<file path="config.mk">
export PLATFORM = sky130hd
export DESIGN_NAME = counter_share_ctrl_flat
export DESIGN_NICKNAME = d
export VERILOG_FILES = /design/src/rtl/counter_share_ctrl_if.sv /design/src/rtl/counter_share_ctrl.sv /design/src/flat_wrapper.sv
export SDC_FILE = /design/constraint.sdc
export NUM_CORES = 1
export LEC_CHECK = 0
export BUFFER_PORTS_ARGS = -buffer_cell sky130_fd_sc_hd__buf_4
export CAP_MARGIN = 10
export CORE_MARGIN = 1.5
export CORE_UTILIZATION = 46
export CTS_CLUSTER_SIZE = 40
export DETAILED_ROUTE_END_ITERATION = 10
export PLACE_DENSITY = 0.82
export SLEW_MARGIN = 20
export SYNTH_ARGS = -nofsm -noshare
export SYNTH_HDL_FRONTEND = slang
export SYNTH_SLANG_ARGS = --single-unit
</file>
<file path="constraint.sdc">
create_clock -name clk -period 4.27 [get_ports clk]
set_input_delay 0 -clock clk [delete_from_list [all_inputs] [get_ports clk]]
set_output_delay 0 -clock clk [all_outputs]
set_load 0.02 [all_outputs]
</file>
<file path="src/rtl/counter_share_ctrl_if.sv">
// Bundle between requester blocks, the shared counter unit and the
// counter_share_ctrl scheduler.
//   req     requester -> ctrl  per-requester request level
//   len     requester -> ctrl  per-requester delay, requester i at len[i*N +: N]
//   gnt     ctrl -> requester  one-hot grant
//   done    ctrl -> requester  one-cycle completion pulse
//   busy    ctrl -> system     scheduler not idle
//   cnt_ld  ctrl -> counter    load strobe
//   cnt_in  ctrl -> counter    load value
//   cnt_en  ctrl -> counter    increment enable
//   cnt_clr ctrl -> counter    synchronous clear
//   cnt_ov  counter -> ctrl    counter is all ones
// The slave modport is the scheduler's view; master is the environment's.
interface counter_share_ctrl_if #(
  parameter int unsigned N    = 5,
  parameter int unsigned NREQ = 4
);
  logic [NREQ-1:0]   req;
  logic [NREQ*N-1:0] len;
  logic [NREQ-1:0]   gnt;
  logic [NREQ-1:0]   done;
  logic              busy;
  logic              cnt_ld;
  logic [N-1:0]      cnt_in;
  logic              cnt_en;
  logic              cnt_clr;
  logic              cnt_ov;

  modport master (
    output req, len, cnt_ov,
    input  gnt, done, busy, cnt_ld, cnt_in, cnt_en, cnt_clr
  );

  modport slave (
    input  req, len, cnt_ov,
    output gnt, done, busy, cnt_ld, cnt_in, cnt_en, cnt_clr
  );
endinterface

</file>
<file path="src/rtl/counter_share_ctrl.sv">
// Round-robin scheduler time-sharing one N-bit counter among NREQ requesters.
// A granted requester asking for L cycles gets its counter loaded with ~L;
// the counter then counts up to all ones, which takes exactly L increments.
// Ports:
//   clk    rising-edge clock
//   rst_n  asynchronous active-low reset
//   bus    counter_share_ctrl_if.slave (req/len/gnt/done/busy and counter controls)
module counter_share_ctrl #(
  parameter int unsigned N    = 5,
  parameter int unsigned NREQ = 4
) (
  input  logic                clk,
  input  logic                rst_n,
  counter_share_ctrl_if.slave bus
);
  localparam int unsigned PW = (NREQ > 1) ? $clog2(NREQ) : 1;

  typedef enum logic [1:0] {S_IDLE, S_LOAD, S_RUN, S_DONE} state_t;

  state_t          state, state_nxt;
  logic [NREQ-1:0] gnt_q, gnt_nxt;
  logic [PW-1:0]   gidx_q, gidx_nxt;
  logic [PW-1:0]   rr_q, rr_nxt;
  logic [PW-1:0]   gidx_inc;
  logic [PW-1:0]   cand, sel_idx;
  logic            sel_found;
  logic            abort;
  logic            cnt_ld, cnt_en, cnt_clr;
  logic [N-1:0]    len_arr [NREQ];

  for (genvar i = 0; i < NREQ; i++) begin : g_len
    assign len_arr[i] = bus.len[i*N +: N];
  end

  // Explicit wrap so non-power-of-two NREQ also works.
  assign gidx_inc = (gidx_q == PW'(NREQ - 1)) ? '0 : gidx_q + 1'b1;

  // Granted requester withdrew its request.
  assign abort = ~|(bus.req & gnt_q);

  // First requesting index at or after the round-robin pointer, wrapping.
  always_comb begin
    sel_found = 1'b0;
    sel_idx   = '0;
    cand      = '0;
    for (int unsigned k = 0; k < NREQ; k++) begin
      cand = PW'((32'(rr_q) + k) % NREQ);
      if (!sel_found && bus.req[cand]) begin
        sel_found = 1'b1;
        sel_idx   = cand;
      end
    end
  end

  always_comb begin
    state_nxt = state;
    gnt_nxt   = gnt_q;
    gidx_nxt  = gidx_q;
    rr_nxt    = rr_q;
    cnt_clr   = 1'b0;
    cnt_ld    = 1'b0;
    cnt_en    = 1'b0;
    unique case (state)
      S_IDLE: begin
        cnt_clr = 1'b1;
        if (sel_found) begin
          gnt_nxt          = '0;
          gnt_nxt[sel_idx] = 1'b1;
          gidx_nxt         = sel_idx;
          state_nxt        = S_LOAD;
        end
      end
      S_LOAD: begin
        cnt_ld = 1'b1;
        if (abort) begin
          gnt_nxt   = '0;
          rr_nxt    = gidx_inc;
          state_nxt = S_IDLE;
        end else begin
          state_nxt = S_RUN;
        end
      end
      S_RUN: begin
        cnt_en = ~bus.cnt_ov;
        // Abort takes priority over a simultaneous overflow: no done pulse.
        if (abort) begin
          gnt_nxt   = '0;
          rr_nxt    = gidx_inc;
          state_nxt = S_IDLE;
        end else if (bus.cnt_ov) begin
          state_nxt = S_DONE;
        end
      end
      S_DONE: begin
        gnt_nxt   = '0;
        rr_nxt    = gidx_inc;
        state_nxt = S_IDLE;
      end
      default: state_nxt = S_IDLE;
    endcase
  end

  always_ff @(posedge clk or negedge rst_n) begin
    if (!rst_n) begin
      state  <= S_IDLE;
      gnt_q  <= '0;
      gidx_q <= '0;
      rr_q   <= '0;
    end else begin
      state  <= state_nxt;
      gnt_q  <= gnt_nxt;
      gidx_q <= gidx_nxt;
      rr_q   <= rr_nxt;
    end
  end

  // gnt is still held in DONE, so it doubles as the done vector there.
  assign bus.gnt     = gnt_q;
  assign bus.done    = (state == S_DONE) ? gnt_q : '0;
  assign bus.busy    = (state != S_IDLE);
  assign bus.cnt_ld  = cnt_ld;
  assign bus.cnt_en  = cnt_en;
  assign bus.cnt_clr = cnt_clr;
  assign bus.cnt_in  = ~len_arr[gidx_q];
endmodule

</file>
<file path="src/flat_wrapper.sv">
// flat-port wrapper written by rule: the top's interface ports become plain ports
module counter_share_ctrl_flat 
#(
  parameter int unsigned N    = 5,
  parameter int unsigned NREQ = 4
)
  (clk, rst_n, bus_req, bus_len, bus_cnt_ov, bus_gnt, bus_done, bus_busy, bus_cnt_ld, bus_cnt_in, bus_cnt_en, bus_cnt_clr);
  counter_share_ctrl_if #(.N(N), .NREQ(NREQ)) bus_i ();
  input  logic clk;
  input  logic rst_n;
  input wire logic [$bits(bus_i.req)-1:0] bus_req;
  input wire logic [$bits(bus_i.len)-1:0] bus_len;
  input wire logic [$bits(bus_i.cnt_ov)-1:0] bus_cnt_ov;
  output wire logic [$bits(bus_i.gnt)-1:0] bus_gnt;
  output wire logic [$bits(bus_i.done)-1:0] bus_done;
  output wire logic [$bits(bus_i.busy)-1:0] bus_busy;
  output wire logic [$bits(bus_i.cnt_ld)-1:0] bus_cnt_ld;
  output wire logic [$bits(bus_i.cnt_in)-1:0] bus_cnt_in;
  output wire logic [$bits(bus_i.cnt_en)-1:0] bus_cnt_en;
  output wire logic [$bits(bus_i.cnt_clr)-1:0] bus_cnt_clr;
  assign bus_i.req = bus_req;
  assign bus_i.len = bus_len;
  assign bus_i.cnt_ov = bus_cnt_ov;
  assign bus_gnt = bus_i.gnt;
  assign bus_done = bus_i.done;
  assign bus_busy = bus_i.busy;
  assign bus_cnt_ld = bus_i.cnt_ld;
  assign bus_cnt_in = bus_i.cnt_in;
  assign bus_cnt_en = bus_i.cnt_en;
  assign bus_cnt_clr = bus_i.cnt_clr;
  counter_share_ctrl #(.N(N), .NREQ(NREQ)) u_core (.clk(clk), .rst_n(rst_n), .bus(bus_i));
endmodule
</file>
## Word level (Yosys, flattened, before mapping)

Cells that the tools add are included.
W data, S select, Z words.

- Bitwise gates (word level): 4
- Shift-type cells: 0
- Magnitude comparators: 7
- Reductions and logical operators: 16
- Muxes and demuxes: 36
- $add $sub $neg: 4
- Divide/modulo/power cells: 0
- Equality and inequality tests: 7
- $mul: 0

Operator list:

| operator | number |
|---|---|
| $mux W2 | 10 |
| $lt A2 B3 Y1 const B | 5 |
| $mux W1 | 12 |
| $mux W4 | 3 |
| $pmux W4 S3 | 1 |
| $bmux W5 S2 | 1 |
| $mux W5 | 2 |
| $bmux W1 S2 | 4 |
| $pmux W2 S4 | 1 |
| $reduce_and A2 Y1 | 4 |
| $eq A2 B2 Y1 const B | 3 |
| $not A5 Y5 | 1 |
| $add A2 B1 Y2 const B | 2 |
| $add A2 B2 Y2 const B | 2 |
| $and A4 B4 Y4 | 1 |
| $logic_and A1 B1 Y1 | 4 |
| $pmux W2 S2 | 1 |
| $reduce_bool A2 Y1 | 2 |
| $reduce_or A4 Y1 | 1 |
| $ge A3 B3 Y1 const B | 1 |
| $logic_not A1 Y1 | 3 |
| $ne A3 B3 Y1 const B | 1 |
| $not A2 Y3 | 1 |
| $demux W1 S2 | 1 |
| other kinds (7) | 7 |

- Memory bits (read-only): 0
- Input bits: 27
- Logic and storage cells: 78
- Output and inout port bits: 17
- Memories: 0
- Register bits after elaboration: 10
- Bits in writable memories: 0
- Latch bits: 0

## Logic depth before layout (Yosys ltp)

- Word-level depth: 18
- Mapped depth: 6
- Gate-level depth less buffers: 6

## Worst setup path after synthesis

OpenSTA, ideal clock, no wires.

- Path kind: register to register
- From: register u_core.state[0]
- To: register u_core.gnt_q[1], in the netlist u_core.bus.gnt[1]
- Library setup time: 101 ps
- Buffers on the path: 0
- Data required time: 4169 ps
- Cell stages (with the launch flop): 6
- Slack: 2290 ps
- Data arrival time: 1879 ps
- Clock period less this slack: 1980 ps
- Path through: dfrtp_1 -> inv_1 -> ha_1 -> inv_1 -> or4_4 -> o32ai_1

- Cells in the longest elaborated chain, start to end: 4
- Elaborated cells on any way between the ends: 9
- Those cells by class: eq/ne (5); mux (1); reduce/logical (3)

RTL lines:

| item | RTL line | source |
|---|---|---|
| start: declaration | counter_share_ctrl.sv:20 | `state_t state, state_nxt;` |
| start signal: assignment | counter_share_ctrl.sv:110 | `state <= state_nxt;` |
| $eq A2 B1 Y1 or $eq A2 B2 Y1 (tied branches) | counter_share_ctrl.sv:63 | `unique case (state)` |
| $reduce_or A2 Y1 (no source line) | - |  |
| $ne A2 B2 Y1 (no source line) | - |  |
| $reduce_and A2 Y1 (no source line) | - |  |
| end signal: assignment | counter_share_ctrl.sv:111 | `gnt_q <= gnt_nxt;` |
| end: declaration | counter_share_ctrl.sv:21 | `logic [NREQ-1:0] gnt_q, gnt_nxt;` |

Parallel ways exist; a longest one is shown, timed or not.
A chain may end at the register's enable or synchronous reset.

## Worst setup path in the final report

Ends and elaborated chain as after synthesis.

==> impl_results.md <==
* Smallest setup slack after layout at 2.360 ns
* Status: finished clean
* Area leader, netlist: dfrtp_1
* CTS Buf Count at 3
* Minimum clock period at 1.910 ns
* Synth-to-layout area growth at 49.28%
* Power Dens Cells at 659.5 nW/um^2
* CTS Sinks at 10
* Clock Skews at 0.004622 ns
* Most frequent cell after synthesis: inv_1
* Synth area leaders: dfrtp_1 (32%), mux4_2 (14%), ha_1 (8.0%)
* Die height at 44.23 um
* I/O pin total at 44
* Worst setup SP type: register
* Rel. slew slack at 63.29%
* Dpl ws at 2.395 ns
* Final slew viol count at 0
* Worst Setup End Kind: register
* Seq cells post-synth at 10
* Least-Margin Pin Slew at 0.5461 ns
* Final core utilization at 75.73%
* Synth Area per Inst at 10.16 sq um
* Setup_tns at 0 ns
* Vias/cell at 5.779
* Share of post-route cells with drive strength above 1 at 47.58%
* Final wirelength at 2045 um
* Wire length of the first global-routing pass at 3132 um
* Dpl hpwl at 1699 um
* Critical path arrival at 2.07 ns
* # setup viols final at 0
* Horiz. Die Dim at 44.23 um
* Number of cell rows at 14
* Primary FF master, synth: dfrtp_1
* P_leak at 0.0005887 uW
* Leading cell types by count after synthesis: inv_1 (11), dfrtp_1 (10), nand2_1 (6)
* Clock root buffer: clkbuf_4
* Post-synth top area share at 32.00%
* Cells after Synth at 77
* WL/cell at 14.61 um
* GP Congestion at 0.8067
* DR DRC count at 0
* Asr flop ratio synth at 100.0%
* Cell variety after synth at 27
* CTS tree: yes
* Clk_lat worst skew at 0.26 ns
* Reg2Reg Setup Slack at 2.36 ns
* Unrepaired setup endpoints after global routing: no
* Grt total ovfl at 0
* Drt first pass iters at 4
* H-tree depth at 1
* Vias in the first global route at 737
* Hold Fails Final Rpt at 0
* Sequential fraction of the synthesis area at 32.00%
* CP Max Fanout at 9
* Full die area at 1956 sq um
* Clock slew at reported path FFs at 0.07 ns
* WS Path Type: register to register
* Fmax at 0.5235 GHz
* Antenna cells at 0
* Nets at 157
* DRT antenna net count at 0
* Post CTS Setup Buffer Count at 0
* FF/Latch Area at 250.2 sq um
* Via count at 809
* Starting Density at 50.73%
* Yosys warns at 0
* Worst vdd ir at 0.0004819 V
* Post-cts resize count at 0
* Worst min path class: input port to asynchronous set/reset pin
* Longest Clk Path Bufs at 2
* 1st-iter DRT viols at 15
* Port bufs at 43
* Hold buffers post-CTS at 1
* GRT Total Usage at 21.51%
* Pin count of the biggest net entering global routing at 11
* Post-route clock period utilization at 44.73%
* Required time worst endpoint at 4.43 ns
* Initial antenna violation count at 0
* # fillers at 117
* Max-cap violations at 0
* EDFF count, synth at 0
* Area of the core at 1541 sq um
* Multi-input gate area at 486.7 sq um
* Syn_nets at 109
* Syn Std Cell Area at 782.0 sq um
## where the power goes
part           switching (uW)  internal [uW]  leakage (uW)
Combinational             248            238      0.000439
Clock                    32.1           51.7     0.0000210
Sequential               62.9            138      0.000128
Total                     343            427      0.000589
## routing by layer
metal | vias to the layer above | part of all wire, % | GRT usage (%)
li1 | 383 | - | -
met1 | 398 | 40 | 29.71
met2 | 28 | 55 | 37.65
met3 | 0 | 5.2 | 1.633
met4 | 0 | 0 | 3.636
met5 | - | 0 | 0
## registers in the layout, indices dropped and copies added, names as in the netlist
name	count
u_core.bus.gnt	4
u_core.state	2
u_core.rr_q	2
u_core.gidx_q	2
## worst paths after layout
check                                  start                 to  depth (start not counted)
setup reg to reg             u_core.state[0]  u_core.bus.gnt[1]                          5
setup / recovery             u_core.state[0]  u_core.bus.gnt[1]                          5
max in group asynchronous              rst_n  u_core.bus.gnt[2]                          2
min in group clk                  bus_req[3]  u_core.bus.gnt[0]                          3
hold reg to reg            u_core.bus.gnt[0]  u_core.bus.gnt[0]                          1
hold / removal                         rst_n  u_core.bus.gnt[3]                          2
## final cells by class
class	instances	share of cell area, %
tap	16	1.715
inverter	11	3.537
sequential	10	21.44
clock buffer	4	3.108
timing repair buffer	44	28.51
multi-input combinational	55	41.69
## critical path, stage by stage (launching register included)
cell     delay [ns]
dfrtp_1        0.40
inv_1          0.11
ha_1           0.33
inv_1          0.18
or4_4          0.57
o32ai_1        0.23
## cells in the final DEF, fill, tap and decap left out, types with 2 or more instances in the layout
master     Yosys  final
o32ai_1        3      3
a22oi_1        2      2
buf_4          0     43
nor2_1         3      3
clkbuf_4       0      3
nand2_1        6      6
nor2b_1        2      2
mux4_2         5      5
inv_1         11     11
dfrtp_1       10     10
ha_1           5      5
nand2b_1       2      2
a21oi_1        4      4
and2_1         4      4
mux2_2         2      2
a21boi_1       2      2
o2bb2ai_1      2      2
o21ai_0        3      3
## per-stage QoR
step	instances	instance area, sq um	hold WS, ns	total power [uW]
CTS	140	1167	0.09849	772.9
global placement	135	1121	-0.1648	675.1
finish	140	1167	0.09019	769.9
floorplan	77	782.0	-0.2956	512.7
detailed placement	135	1121	-0.1641	683.5
global route	140	1167	0.09977	825.2
## logic make-up (layout without fill, tap and decap cells)
logic type,after synthesis,count (layout),share of synthesized area (%)
adders and majority gates,5,5,8.000
AOI/OAI and AO/OA,23,23,22.56
DFF,10,10,32.00
muxes,7,7,17.28
buffers and inverters,12,59,5.760
and+or+nand+nor,20,20,14.40
(Power assumes the default switching activity.)
